**config.mk**
```make
export PLATFORM = sky130hd
export DESIGN_NAME = ahb_lite_master_if_flat
export DESIGN_NICKNAME = d
export VERILOG_FILES = /design/src/rtl/ahb_lite_master_if_if.sv /design/src/rtl/ahb_lite_master_if.sv /design/src/flat_wrapper.sv
export SDC_FILE = /design/constraint.sdc
export NUM_CORES = 1
export LEC_CHECK = 0
export CORE_MARGIN = 2
export CORE_UTILIZATION = 45
export DETAILED_ROUTE_END_ITERATION = 16
export PLACE_DENSITY = 0.79
export REMOVE_ABC_BUFFERS = 1
export SLEW_MARGIN = 5
export SYNTH_ARGS = -nofsm -noshare
export SYNTH_HDL_FRONTEND = slang
export SYNTH_SLANG_ARGS = --single-unit
export TNS_END_PERCENT = 20
```
**constraint.sdc**
```tcl
create_clock -name HCLK -period 5.2 [get_ports HCLK]
set_clock_uncertainty 0.1 [all_clocks]
set_input_delay 1.04 -clock HCLK [delete_from_list [all_inputs] [get_ports HCLK]]
set_output_delay 1.04 -clock HCLK [all_outputs]
set_load 0.02 [all_outputs]
```
**src/rtl/ahb_lite_master_if_if.sv**
```systemverilog
// Command/response handshake plus AHB-Lite bus signals for one single-outstanding initiator.
// The master modport is the initiator's view; slave is the view of the engine and fabric around it.
interface ahb_lite_master_if_if;
    logic        cmd_valid;
    logic        cmd_ready;
    logic        cmd_write;
    logic [31:0] cmd_addr;
    logic [2:0]  cmd_size;
    logic [31:0] cmd_wdata;

    logic        rsp_valid;
    logic [31:0] rsp_rdata;
    logic        rsp_err;
    logic [1:0]  rsp_code;

    logic [31:0] HADDR;
    logic [1:0]  HTRANS;
    logic        HWRITE;
    logic [2:0]  HSIZE;
    logic [2:0]  HBURST;
    logic        HMASTLOCK;
    logic [3:0]  HPROT;
    logic [31:0] HWDATA;
    logic [31:0] HRDATA;
    logic        HREADY;
    logic        HRESP;

    modport master (
        input  cmd_valid, cmd_write, cmd_addr, cmd_size, cmd_wdata,
        output cmd_ready,
        output rsp_valid, rsp_rdata, rsp_err, rsp_code,
        output HADDR, HTRANS, HWRITE, HSIZE, HBURST, HMASTLOCK, HPROT, HWDATA,
        input  HRDATA, HREADY, HRESP
    );

    modport slave (
        output cmd_valid, cmd_write, cmd_addr, cmd_size, cmd_wdata,
        input  cmd_ready,
        input  rsp_valid, rsp_rdata, rsp_err, rsp_code,
        input  HADDR, HTRANS, HWRITE, HSIZE, HBURST, HMASTLOCK, HPROT, HWDATA,
        output HRDATA, HREADY, HRESP
    );
endinterface

```
**src/rtl/ahb_lite_master_if.sv**
```systemverilog
// Single-outstanding AHB-Lite initiator: one command -> one SINGLE transfer -> one response pulse.
// Zero-wait latency accept->rsp_valid is 3 cycles; cmd_ready only in IDLE, responses are never stalled.
module ahb_lite_master_if #(
    parameter int unsigned TIMEOUT_CYCLES = 256,
    parameter logic [3:0]  HPROT_VAL      = 4'b0011
) (
    input logic HCLK,
    input logic HRESETn,
    ahb_lite_master_if_if.master bus
);
    localparam int unsigned CNT_W = (TIMEOUT_CYCLES > 1) ? $clog2(TIMEOUT_CYCLES + 1) : 1;
    localparam logic [1:0] HTRANS_IDLE   = 2'b00;
    localparam logic [1:0] HTRANS_NONSEQ = 2'b10;

    typedef enum logic [1:0] {S_IDLE, S_ADDR, S_DATA} state_t;

    state_t            state_q, state_d;
    logic [CNT_W-1:0]  wait_cnt_q, wait_cnt_d;

    logic [31:0] haddr_q, haddr_d;
    logic [1:0]  htrans_q, htrans_d;
    logic        hwrite_q, hwrite_d;
    logic [2:0]  hsize_q, hsize_d;
    logic [31:0] hwdata_q, hwdata_d;
    logic [31:0] wdata_q, wdata_d;
    logic        rsp_valid_q, rsp_valid_d;
    logic        rsp_err_q, rsp_err_d;
    logic [1:0]  rsp_code_q, rsp_code_d;
    logic [31:0] rsp_rdata_q, rsp_rdata_d;
    logic        cmd_ready_q, cmd_ready_d;

    logic accept;
    logic legal;
    logic timeout_hit;

    assign accept = bus.cmd_valid && cmd_ready_q;
    assign legal  = (bus.cmd_size == 3'd0) ||
                    ((bus.cmd_size == 3'd1) && !bus.cmd_addr[0]) ||
                    ((bus.cmd_size == 3'd2) && (bus.cmd_addr[1:0] == 2'b00));

    // Fires on the edge that closes the TIMEOUT_CYCLES-th consecutive wait cycle of a phase.
    assign timeout_hit = (TIMEOUT_CYCLES != 0) && (state_q != S_IDLE) && !bus.HREADY &&
                         ((32'(wait_cnt_q) + 32'd1) == TIMEOUT_CYCLES);

    always_ff @(posedge HCLK or negedge HRESETn) begin
        if (!HRESETn) begin
            state_q    <= S_IDLE;
            wait_cnt_q <= '0;
        end else begin
            state_q    <= state_d;
            wait_cnt_q <= wait_cnt_d;
        end
    end

    always_comb begin
        state_d = state_q;
        case (state_q)
            S_IDLE: if (accept && legal) state_d = S_ADDR;
            S_ADDR: begin
                if (timeout_hit)     state_d = S_IDLE;
                else if (bus.HREADY) state_d = S_DATA;
            end
            S_DATA: begin
                if (timeout_hit || bus.HREADY) state_d = S_IDLE;
            end
            default: state_d = S_IDLE;
        endcase

        if ((state_q == S_IDLE) || (state_d != state_q)) wait_cnt_d = '0;
        else if (!bus.HREADY)                             wait_cnt_d = wait_cnt_q + CNT_W'(1);
        else                                              wait_cnt_d = wait_cnt_q;
    end

    always_comb begin
        haddr_d     = haddr_q;
        htrans_d    = htrans_q;
        hwrite_d    = hwrite_q;
        hsize_d     = hsize_q;
        hwdata_d    = hwdata_q;
        wdata_d     = wdata_q;
        rsp_valid_d = 1'b0;
        rsp_err_d   = 1'b0;
        rsp_code_d  = 2'd0;
        rsp_rdata_d = 32'd0;
        cmd_ready_d = (state_d == S_IDLE);

        case (state_q)
            S_IDLE: begin
                if (accept) begin
                    if (legal) begin
                        haddr_d  = bus.cmd_addr;
                        hwrite_d = bus.cmd_write;
                        hsize_d  = bus.cmd_size;
                        wdata_d  = bus.cmd_wdata;
                        htrans_d = HTRANS_NONSEQ;
                    end else begin
                        rsp_valid_d = 1'b1;
                        rsp_err_d   = 1'b1;
                        rsp_code_d  = 2'd2;
                    end
                end
            end
            S_ADDR: begin
                if (timeout_hit) begin
                    htrans_d    = HTRANS_IDLE;
                    rsp_valid_d = 1'b1;
                    rsp_err_d   = 1'b1;
                    rsp_code_d  = 2'd3;
                end else if (bus.HREADY) begin
                    htrans_d = HTRANS_IDLE;
                    if (hwrite_q) hwdata_d = wdata_q;
                end
            end
            S_DATA: begin
                if (timeout_hit) begin
                    rsp_valid_d = 1'b1;
                    rsp_err_d   = 1'b1;
                    rsp_code_d  = 2'd3;
                end else if (bus.HREADY) begin
                    rsp_valid_d = 1'b1;
                    rsp_err_d   = bus.HRESP;
                    rsp_code_d  = bus.HRESP ? 2'd1 : 2'd0;
                    rsp_rdata_d = (!hwrite_q && !bus.HRESP) ? bus.HRDATA : 32'd0;
                end
            end
            default: htrans_d = HTRANS_IDLE;
        endcase
    end

    always_ff @(posedge HCLK or negedge HRESETn) begin
        if (!HRESETn) begin
            haddr_q     <= 32'd0;
            htrans_q    <= HTRANS_IDLE;
            hwrite_q    <= 1'b0;
            hsize_q     <= 3'd0;
            hwdata_q    <= 32'd0;
            wdata_q     <= 32'd0;
            rsp_valid_q <= 1'b0;
            rsp_err_q   <= 1'b0;
            rsp_code_q  <= 2'd0;
            rsp_rdata_q <= 32'd0;
            cmd_ready_q <= 1'b1;
        end else begin
            haddr_q     <= haddr_d;
            htrans_q    <= htrans_d;
            hwrite_q    <= hwrite_d;
            hsize_q     <= hsize_d;
            hwdata_q    <= hwdata_d;
            wdata_q     <= wdata_d;
            rsp_valid_q <= rsp_valid_d;
            rsp_err_q   <= rsp_err_d;
            rsp_code_q  <= rsp_code_d;
            rsp_rdata_q <= rsp_rdata_d;
            cmd_ready_q <= cmd_ready_d;
        end
    end

    assign bus.cmd_ready = cmd_ready_q;
    assign bus.rsp_valid = rsp_valid_q;
    assign bus.rsp_err   = rsp_err_q;
    assign bus.rsp_code  = rsp_code_q;
    assign bus.rsp_rdata = rsp_rdata_q;
    assign bus.HADDR     = haddr_q;
    assign bus.HTRANS    = htrans_q;
    assign bus.HWRITE    = hwrite_q;
    assign bus.HSIZE     = hsize_q;
    assign bus.HWDATA    = hwdata_q;
    assign bus.HBURST    = 3'b000;
    assign bus.HMASTLOCK = 1'b0;
    assign bus.HPROT     = HPROT_VAL;
endmodule

```
**src/flat_wrapper.sv**
```systemverilog
// flat-port wrapper written by rule: the top's interface ports become plain ports
module ahb_lite_master_if_flat 
#(
    parameter int unsigned TIMEOUT_CYCLES = 256,
    parameter logic [3:0]  HPROT_VAL      = 4'b0011
)
  (HCLK, HRESETn, bus_cmd_valid, bus_cmd_write, bus_cmd_addr, bus_cmd_size, bus_cmd_wdata, bus_cmd_ready, bus_rsp_valid, bus_rsp_rdata, bus_rsp_err, bus_rsp_code, bus_HADDR, bus_HTRANS, bus_HWRITE, bus_HSIZE, bus_HBURST, bus_HMASTLOCK, bus_HPROT, bus_HWDATA, bus_HRDATA, bus_HREADY, bus_HRESP);
  ahb_lite_master_if_if bus_i ();
  input logic HCLK;
  input logic HRESETn;
  input wire logic [$bits(bus_i.cmd_valid)-1:0] bus_cmd_valid;
  input wire logic [$bits(bus_i.cmd_write)-1:0] bus_cmd_write;
  input wire logic [$bits(bus_i.cmd_addr)-1:0] bus_cmd_addr;
  input wire logic [$bits(bus_i.cmd_size)-1:0] bus_cmd_size;
  input wire logic [$bits(bus_i.cmd_wdata)-1:0] bus_cmd_wdata;
  output wire logic [$bits(bus_i.cmd_ready)-1:0] bus_cmd_ready;
  output wire logic [$bits(bus_i.rsp_valid)-1:0] bus_rsp_valid;
  output wire logic [$bits(bus_i.rsp_rdata)-1:0] bus_rsp_rdata;
  output wire logic [$bits(bus_i.rsp_err)-1:0] bus_rsp_err;
  output wire logic [$bits(bus_i.rsp_code)-1:0] bus_rsp_code;
  output wire logic [$bits(bus_i.HADDR)-1:0] bus_HADDR;
  output wire logic [$bits(bus_i.HTRANS)-1:0] bus_HTRANS;
  output wire logic [$bits(bus_i.HWRITE)-1:0] bus_HWRITE;
  output wire logic [$bits(bus_i.HSIZE)-1:0] bus_HSIZE;
  output wire logic [$bits(bus_i.HBURST)-1:0] bus_HBURST;
  output wire logic [$bits(bus_i.HMASTLOCK)-1:0] bus_HMASTLOCK;
  output wire logic [$bits(bus_i.HPROT)-1:0] bus_HPROT;
  output wire logic [$bits(bus_i.HWDATA)-1:0] bus_HWDATA;
  input wire logic [$bits(bus_i.HRDATA)-1:0] bus_HRDATA;
  input wire logic [$bits(bus_i.HREADY)-1:0] bus_HREADY;
  input wire logic [$bits(bus_i.HRESP)-1:0] bus_HRESP;
  assign bus_i.cmd_valid = bus_cmd_valid;
  assign bus_i.cmd_write = bus_cmd_write;
  assign bus_i.cmd_addr = bus_cmd_addr;
  assign bus_i.cmd_size = bus_cmd_size;
  assign bus_i.cmd_wdata = bus_cmd_wdata;
  assign bus_cmd_ready = bus_i.cmd_ready;
  assign bus_rsp_valid = bus_i.rsp_valid;
  assign bus_rsp_rdata = bus_i.rsp_rdata;
  assign bus_rsp_err = bus_i.rsp_err;
  assign bus_rsp_code = bus_i.rsp_code;
  assign bus_HADDR = bus_i.HADDR;
  assign bus_HTRANS = bus_i.HTRANS;
  assign bus_HWRITE = bus_i.HWRITE;
  assign bus_HSIZE = bus_i.HSIZE;
  assign bus_HBURST = bus_i.HBURST;
  assign bus_HMASTLOCK = bus_i.HMASTLOCK;
  assign bus_HPROT = bus_i.HPROT;
  assign bus_HWDATA = bus_i.HWDATA;
  assign bus_i.HRDATA = bus_HRDATA;
  assign bus_i.HREADY = bus_HREADY;
  assign bus_i.HRESP = bus_HRESP;
  ahb_lite_master_if #(.TIMEOUT_CYCLES(TIMEOUT_CYCLES), .HPROT_VAL(HPROT_VAL)) u_core (.HCLK(HCLK), .HRESETn(HRESETn), .bus(bus_i));
endmodule
```
==> Word level (Yosys, flattened, before mapping) <==
Index checks and enable logic that the tools add are counted.
{ "op_classes": {"n_reduce_logical": 23, "n_bitwise": 2, "eq_ne": 10, "n_addsub": 2, "mux": 32} }
{ "ops": {"columns": ["cell", "n"], "rows": [
  ["2-to-1 mux 32 bit", 4],
  ["== test 32 x 9 -> 1 bit (second input constant)", 1],
  ["2-to-1 mux 2 bit", 13],
  ["2-to-1 mux 9 bit", 2],
  ["one-hot mux 2 bit (3 select lines)", 3],
  ["adder 9 x 1 -> 10 bit (second input constant)", 1],
  ["adder 9 x 1 -> 9 bit (second input constant)", 1],
  ["2-to-1 mux 1 bit", 8],
  ["AND reduction 4 bit", 2],
  ["logical AND 1 bit", 7],
  ["zero test 2 bit", 3],
  ["!= test 2 x 1 -> 1 bit (second input constant)", 3],
  ["one-hot mux 1 bit (3 select lines)", 2],
  ["zero test 1 bit", 4],
  ["logical OR 1 bit", 4],
  ["== test 3 x 1 -> 1 bit (second input constant)", 1],
  ["== test 3 x 2 -> 1 bit (second input constant)", 1],
  ["zero test 3 bit", 1],
  ["!= test 3 x 2 -> 1 bit (second input constant)", 1],
  ["AND reduction 3 bit", 1],
  ["== test 2 x 1 -> 1 bit (second input constant)", 1],
  ["== test 2 bit (second input constant)", 1],
  ["!= test 2 bit", 1],
  ["inverter 1 bit", 2],
  ["nonzero test 2 bit", 1]
]} }
{ "word_totals": {"out_inout_bits": 115, "ff_bits": 150, "wordCells": 82, "input_bits": 105} }

==> Depth between registers and ports, before layout <==
{ "depth": {"word_depth": 10, "mapped_depth": 7, "depth_no_buf": 6} }

==> Least setup slack after synthesis <==
Ideal clock, no wire load.
{ "synth_timing": {"path_kind": "in2reg", "startpoint": "input bus_cmd_addr[0]", "endpoint": "register u_core.haddr_q[26] (netlist: u_core.bus.HADDR[26])", "t_arrival_ns": 2.334, "required_time_ns": 4.975, "path_buffers": 1, "path_slack_ns": 2.641, "path_stages": 6, "setup_time_ns": 0.125, "path_cell_list": "o21a_1 o22ai_1 nand2_1 nor2_1 buf_2 mux2_2"} }
{ "synth_via": {"elab_chain_len": 5, "word_cells_on_any_way": 7, "cone_classes": "reduce/logical (7)"} }
{ "synth_lines": {"columns": ["item", "line", "source"], "rows": [
  ["from (decl)", "flat_wrapper.sv:13", "input wire logic [$bits(bus_i.cmd_addr)-1:0] bus_cmd_addr;"],
  ["zero test 1 bit", "ahb_lite_master_if.sv:38", "((bus.cmd_size == 3'd1) && !bus.cmd_addr[0]) ||"],
  ["logical AND 1 bit", "ahb_lite_master_if.sv:38", null],
  ["logical OR 1 bit", "ahb_lite_master_if.sv:37", "assign legal = (bus.cmd_size == 3'd0) ||"],
  ["logical OR 1 bit (*)", "ahb_lite_master_if.sv:38", null],
  ["AND reduction 3 bit (no line) (*)", null, null],
  ["to (signal assigned)", "ahb_lite_master_if.sv:144", "haddr_q <= haddr_d;"],
  ["to (decl)", "ahb_lite_master_if.sv:20", "logic [31:0] haddr_q, haddr_d;"]
]} }
Every way passes the cells marked *; elsewhere a longest branch is shown, timed or not.
A chain may end at the register's enable or synchronous reset.

==> Final worst setup path <==
{ "layout_timing": {"startpoint": "input bus_cmd_addr[0]", "endpoint": "register u_core.wdata_q[9]"} }
{ "layout_via": {"elab_chain_len": 5, "word_cells_on_any_way": 7, "cone_classes": "reduce/logical (7)"} }
{ "layout_lines": {"columns": ["item", "line", "source"], "rows": [
  ["zero test 1 bit", "ahb_lite_master_if.sv:38", null],
  ["logical AND 1 bit", "ahb_lite_master_if.sv:38", null],
  ["logical OR 1 bit", "ahb_lite_master_if.sv:37", null],
  ["logical OR 1 bit (*)", "ahb_lite_master_if.sv:38", null],
  ["AND reduction 3 bit (no line) (*)", null, null],
  ["to (signal assigned)", "ahb_lite_master_if.sv:149", "wdata_q <= wdata_d;"],
  ["to (decl)", "ahb_lite_master_if.sv:25", "logic [31:0] wdata_q, wdata_d;"]
]} }
Marks and branches as above.

==> summary.txt <==
total power consumption of the routed design -> 4.576 mW
synthesized flop and latch total -> 149
worst slack, placed -> 1671 ps
termination of the worst setup path -> u_core.wdata_q[9]
smallest setup slack after layout -> 2032 ps
standby leakage power -> 3.728 nW
cell row count -> 41
max-cap viol count -> 0
count of pins on the block boundary -> 220
total number of H-tree levels -> 4
crit path cell chain -> clkdlybuf4s50_1 -> o21a_1 -> o22ai_1 -> nand2_1 -> nor2_4 -> buf_12 -> mux2_2
antenna fix cells -> 0
Starting DRT DRC Count -> 235
pin count of the biggest net entering global routing -> 117
drt drc -> 0
Die Width -> 116.5 um
time the worst path needs with I/O delays and setup -> 3168 ps
ranking of synthesized cells by area -> sky130_fd_sc_hd__dfrtp_1 65%, sky130_fd_sc_hd__mux2_2 20%, sky130_fd_sc_hd__and2_1 3.5%, sky130_fd_sc_hd__buf_4 2.0%, sky130_fd_sc_hd__xnor2_1 1.1%
start point of the critical path -> bus_cmd_addr[0]
Die Span Y -> 116.5 um
sequential fraction of the synthesis area -> 65.47%
length of the first detailed-routing pass in iterations -> 4
count of yosys warnings during synthesis -> 0
Critical Path Source Type -> input pin
number of fillers in the final layout -> 871
cell depth of the worst flop-to-flop path -> 3
initial core utilization -> 45.70%
mean instance size in the synthesized netlist -> 14.80 um2
endpoint type of the worst setup path -> flop
count of instances resized after the clock tree is built -> 0
final setup vio count -> 0
number of setup buffers added after CTS -> 0
number of cells after detailed placement -> 752
endpoint of the worst-slack reg-to-reg timing path -> u_core.bus.HWDATA[23]
Worst VDD drop -> 0.0003426 V
critical path type -> in -> reg
top post-synthesis cells by count -> 148 x sky130_fd_sc_hd__dfrtp_1, 100 x sky130_fd_sc_hd__mux2_2, 32 x sky130_fd_sc_hd__and2_1
signed area change from the synthesized netlist to the final layout -> 50.05%
predominant post-synthesis flop cell -> sky130_fd_sc_hd__dfrtp_1
most instantiated library cell after synthesis -> sky130_fd_sc_hd__dfrtp_1
Hold Crit Class -> reg -> reg
Setup TNS -> 0 ps
Pwr per Cell Area -> 535.4 nW/um2
critical path data arrival time -> 3370 ps
buffer levels on the longest clock path -> 2
end-of-flow core utilization -> 68.57%
area share of the largest cell type after synthesis -> 65.01%
Crit Reg-Reg Startpoint -> u_core.state_q[0]
global-route wire length before repair -> 20620 um
library cell contributing the largest single delay on the critical path -> sky130_fd_sc_hd__clkdlybuf4s50_1
Worst path depth -> 7
clock sink total -> 149
clock input transition at the sequential cells of the worst setup and hold paths -> 60 ps
dpl hpwl -> 9251 um
post-layout net count -> 706
total core area -> 12470 um2
TritonCTS clock tree -> yes
number of max-slew violations in the final report -> 0
Placer Congestion -> 0.7468
result of the run -> finished, final reports clean
average wire length per cell after detail routing -> 16.91 um
IO Port Bufs -> 210
count of cell types in the netlist -> 40
proportion of register bits with asynchronous set or reset after synthesis -> 100.0%
number of synthesized flops with an enable pin -> 0
detailed-route wire length -> 13260 um
Fmax -> 315.7 MHz
flop2flop setup slack -> 2920 ps
fraction of layout instances using a drive strength above 1 -> 22.88%
ANT nets after route -> 0
count of buffering cells on the critical path with inverters included -> 2
critical path data required time -> 5400 ps
Vias -> 3809
remaining global-route overflow -> 0
clock insertion delay at the later pin of the skew report -> 420 ps
final critical-path share of the clock period -> 60.92%
hold buffer count at CTS -> 0
final instance area -> 8548 um2
via count of the first global-routing pass -> 4002
biggest fanout along the worst timing path -> 55
transition time of the tightest slew-check pin -> 1059 ps
post-route insts no fill -> 784
number of buffers created by CTS -> 17
Post-Syn Area -> 5697 um2
final hold vios -> 0
Placed Instance Area -> 7935 um2
gate count of the mapped netlist -> 385
WHS -> 399.3 ps
cell at the root of the clock tree -> sky130_fd_sc_hd__clkbuf_16
CP delay by family, top -> buffers and inverters
post-synthesis cell type with the largest combined area -> sky130_fd_sc_hd__dfrtp_1
per-cell via count in the routed design -> 4.858
RSZ-0062 raised after global routing -> no
global routing usage summed across all routing layers -> 20.63%
number of antenna violations at the first check in global routing -> 0
delay of the slowest cell on the worst path -> 450 ps
max_slew headroom -> 29.39%
Die Outline Area -> 13580 um2
## registers in the layout (all words and copies together) (netlist names)
name                  flops
u_core.state_q            2
u_core.bus.cmd_ready      1
u_core.bus.HWRITE         1
u_core.bus.rsp_rdata     32
u_core.bus.HADDR         32
u_core.wait_cnt_q         9
u_core.bus.rsp_err        1
u_core.bus.rsp_valid      1
u_core.bus.HSIZE          3
u_core.bus.rsp_code       2
u_core.bus.HTRANS         1
u_core.bus.HWDATA        32
u_core.wdata_q           32
## area by class of cell
class	instances	area [um2]	area share, %
timing repair buffer	213	2138	25.01
multi-input combinational	217	1848	21.62
clock buffer	24	491.7	5.752
inverter	1	3.754	0.04391
clock inverter	8	121.4	1.420
tap	172	215.2	2.518
sequential	149	3730	43.63
## cell families (layout without fill, tap and decap cells)
kind of cell | after synthesis | after routing | share of synthesized area [%]
compound gates | 18 | 18 | 2.065
fa+ha+maj | 2 | 2 | 0.4392
flops | 149 | 149 | 65.47
simple gates | 80 | 80 | 8.039
xor+xnor | 8 | 8 | 1.230
other cells | 2 | 9 | 0.1318
mux | 100 | 100 | 19.77
buf+inv | 26 | 246 | 2.855
## worst min-delay path by stage
| stage | start | to | slack (ps) | cells past startpoint |
|---|---|---|---|---|
| floorplan | u_core.wdata_q[0] | u_core.wdata_q[0] | 380 | 1 |
| global placement | u_core.bus.HSIZE[2] | u_core.bus.HSIZE[2] | 380 | 1 |
| detailed placement | u_core.bus.HSIZE[2] | u_core.bus.HSIZE[2] | 390 | 1 |
| CTS | u_core.bus.HWDATA[19] | u_core.bus.HWDATA[19] | 400 | 1 |
| global route | u_core.wdata_q[14] | u_core.bus.HWDATA[14] | 420 | 1 |
| finish | u_core.wdata_q[7] | u_core.wdata_q[7] | 400 | 1 |
## metal layers
metal,part of all wire [%],up-vias,wire length [um],global-route usage [%]
li1,-,1736,-,-
met1,37,1903,4945,23.46
met2,52,146,6931,34.69
met3,8.8,24,1165,8.459
met4,1.7,0,219,8.333
met5,0,-,0,0
## report_power, final
part	total [mW]	switching [mW]	internal [mW]
clock network	1.25	0.451	0.804
registers	1.79	0.224	1.57
logic	1.53	0.683	0.846
## layout by cell type (no fill, tap or decap), types with 2 or more instances in the layout
cell type / n
sky130_fd_sc_hd__clkdlybuf4s50_1: 209
sky130_fd_sc_hd__dfrtp_1: 148
sky130_fd_sc_hd__mux2_2: 100
sky130_fd_sc_hd__and2_1: 32
sky130_fd_sc_hd__clkbuf_16: 17
sky130_fd_sc_hd__nor2_1: 11
sky130_fd_sc_hd__conb_1: 9
sky130_fd_sc_hd__nand3_1: 8
sky130_fd_sc_hd__xnor2_1: 7
sky130_fd_sc_hd__nand2_1: 6
sky130_fd_sc_hd__and3_1: 4
sky130_fd_sc_hd__nor2b_1: 4
sky130_fd_sc_hd__a21oi_1: 4
sky130_fd_sc_hd__clkbuf_8: 4
sky130_fd_sc_hd__nor3b_1: 3
sky130_fd_sc_hd__o21ai_1: 3
sky130_fd_sc_hd__clkinv_2: 3
sky130_fd_sc_hd__bufinv_16: 3
sky130_fd_sc_hd__clkbuf_1: 3
sky130_fd_sc_hd__nand2b_1: 2
sky130_fd_sc_hd__o21ai_0: 2
sky130_fd_sc_hd__ha_1: 2
sky130_fd_sc_hd__buf_4: 2
(Power assumes the default switching activity.)
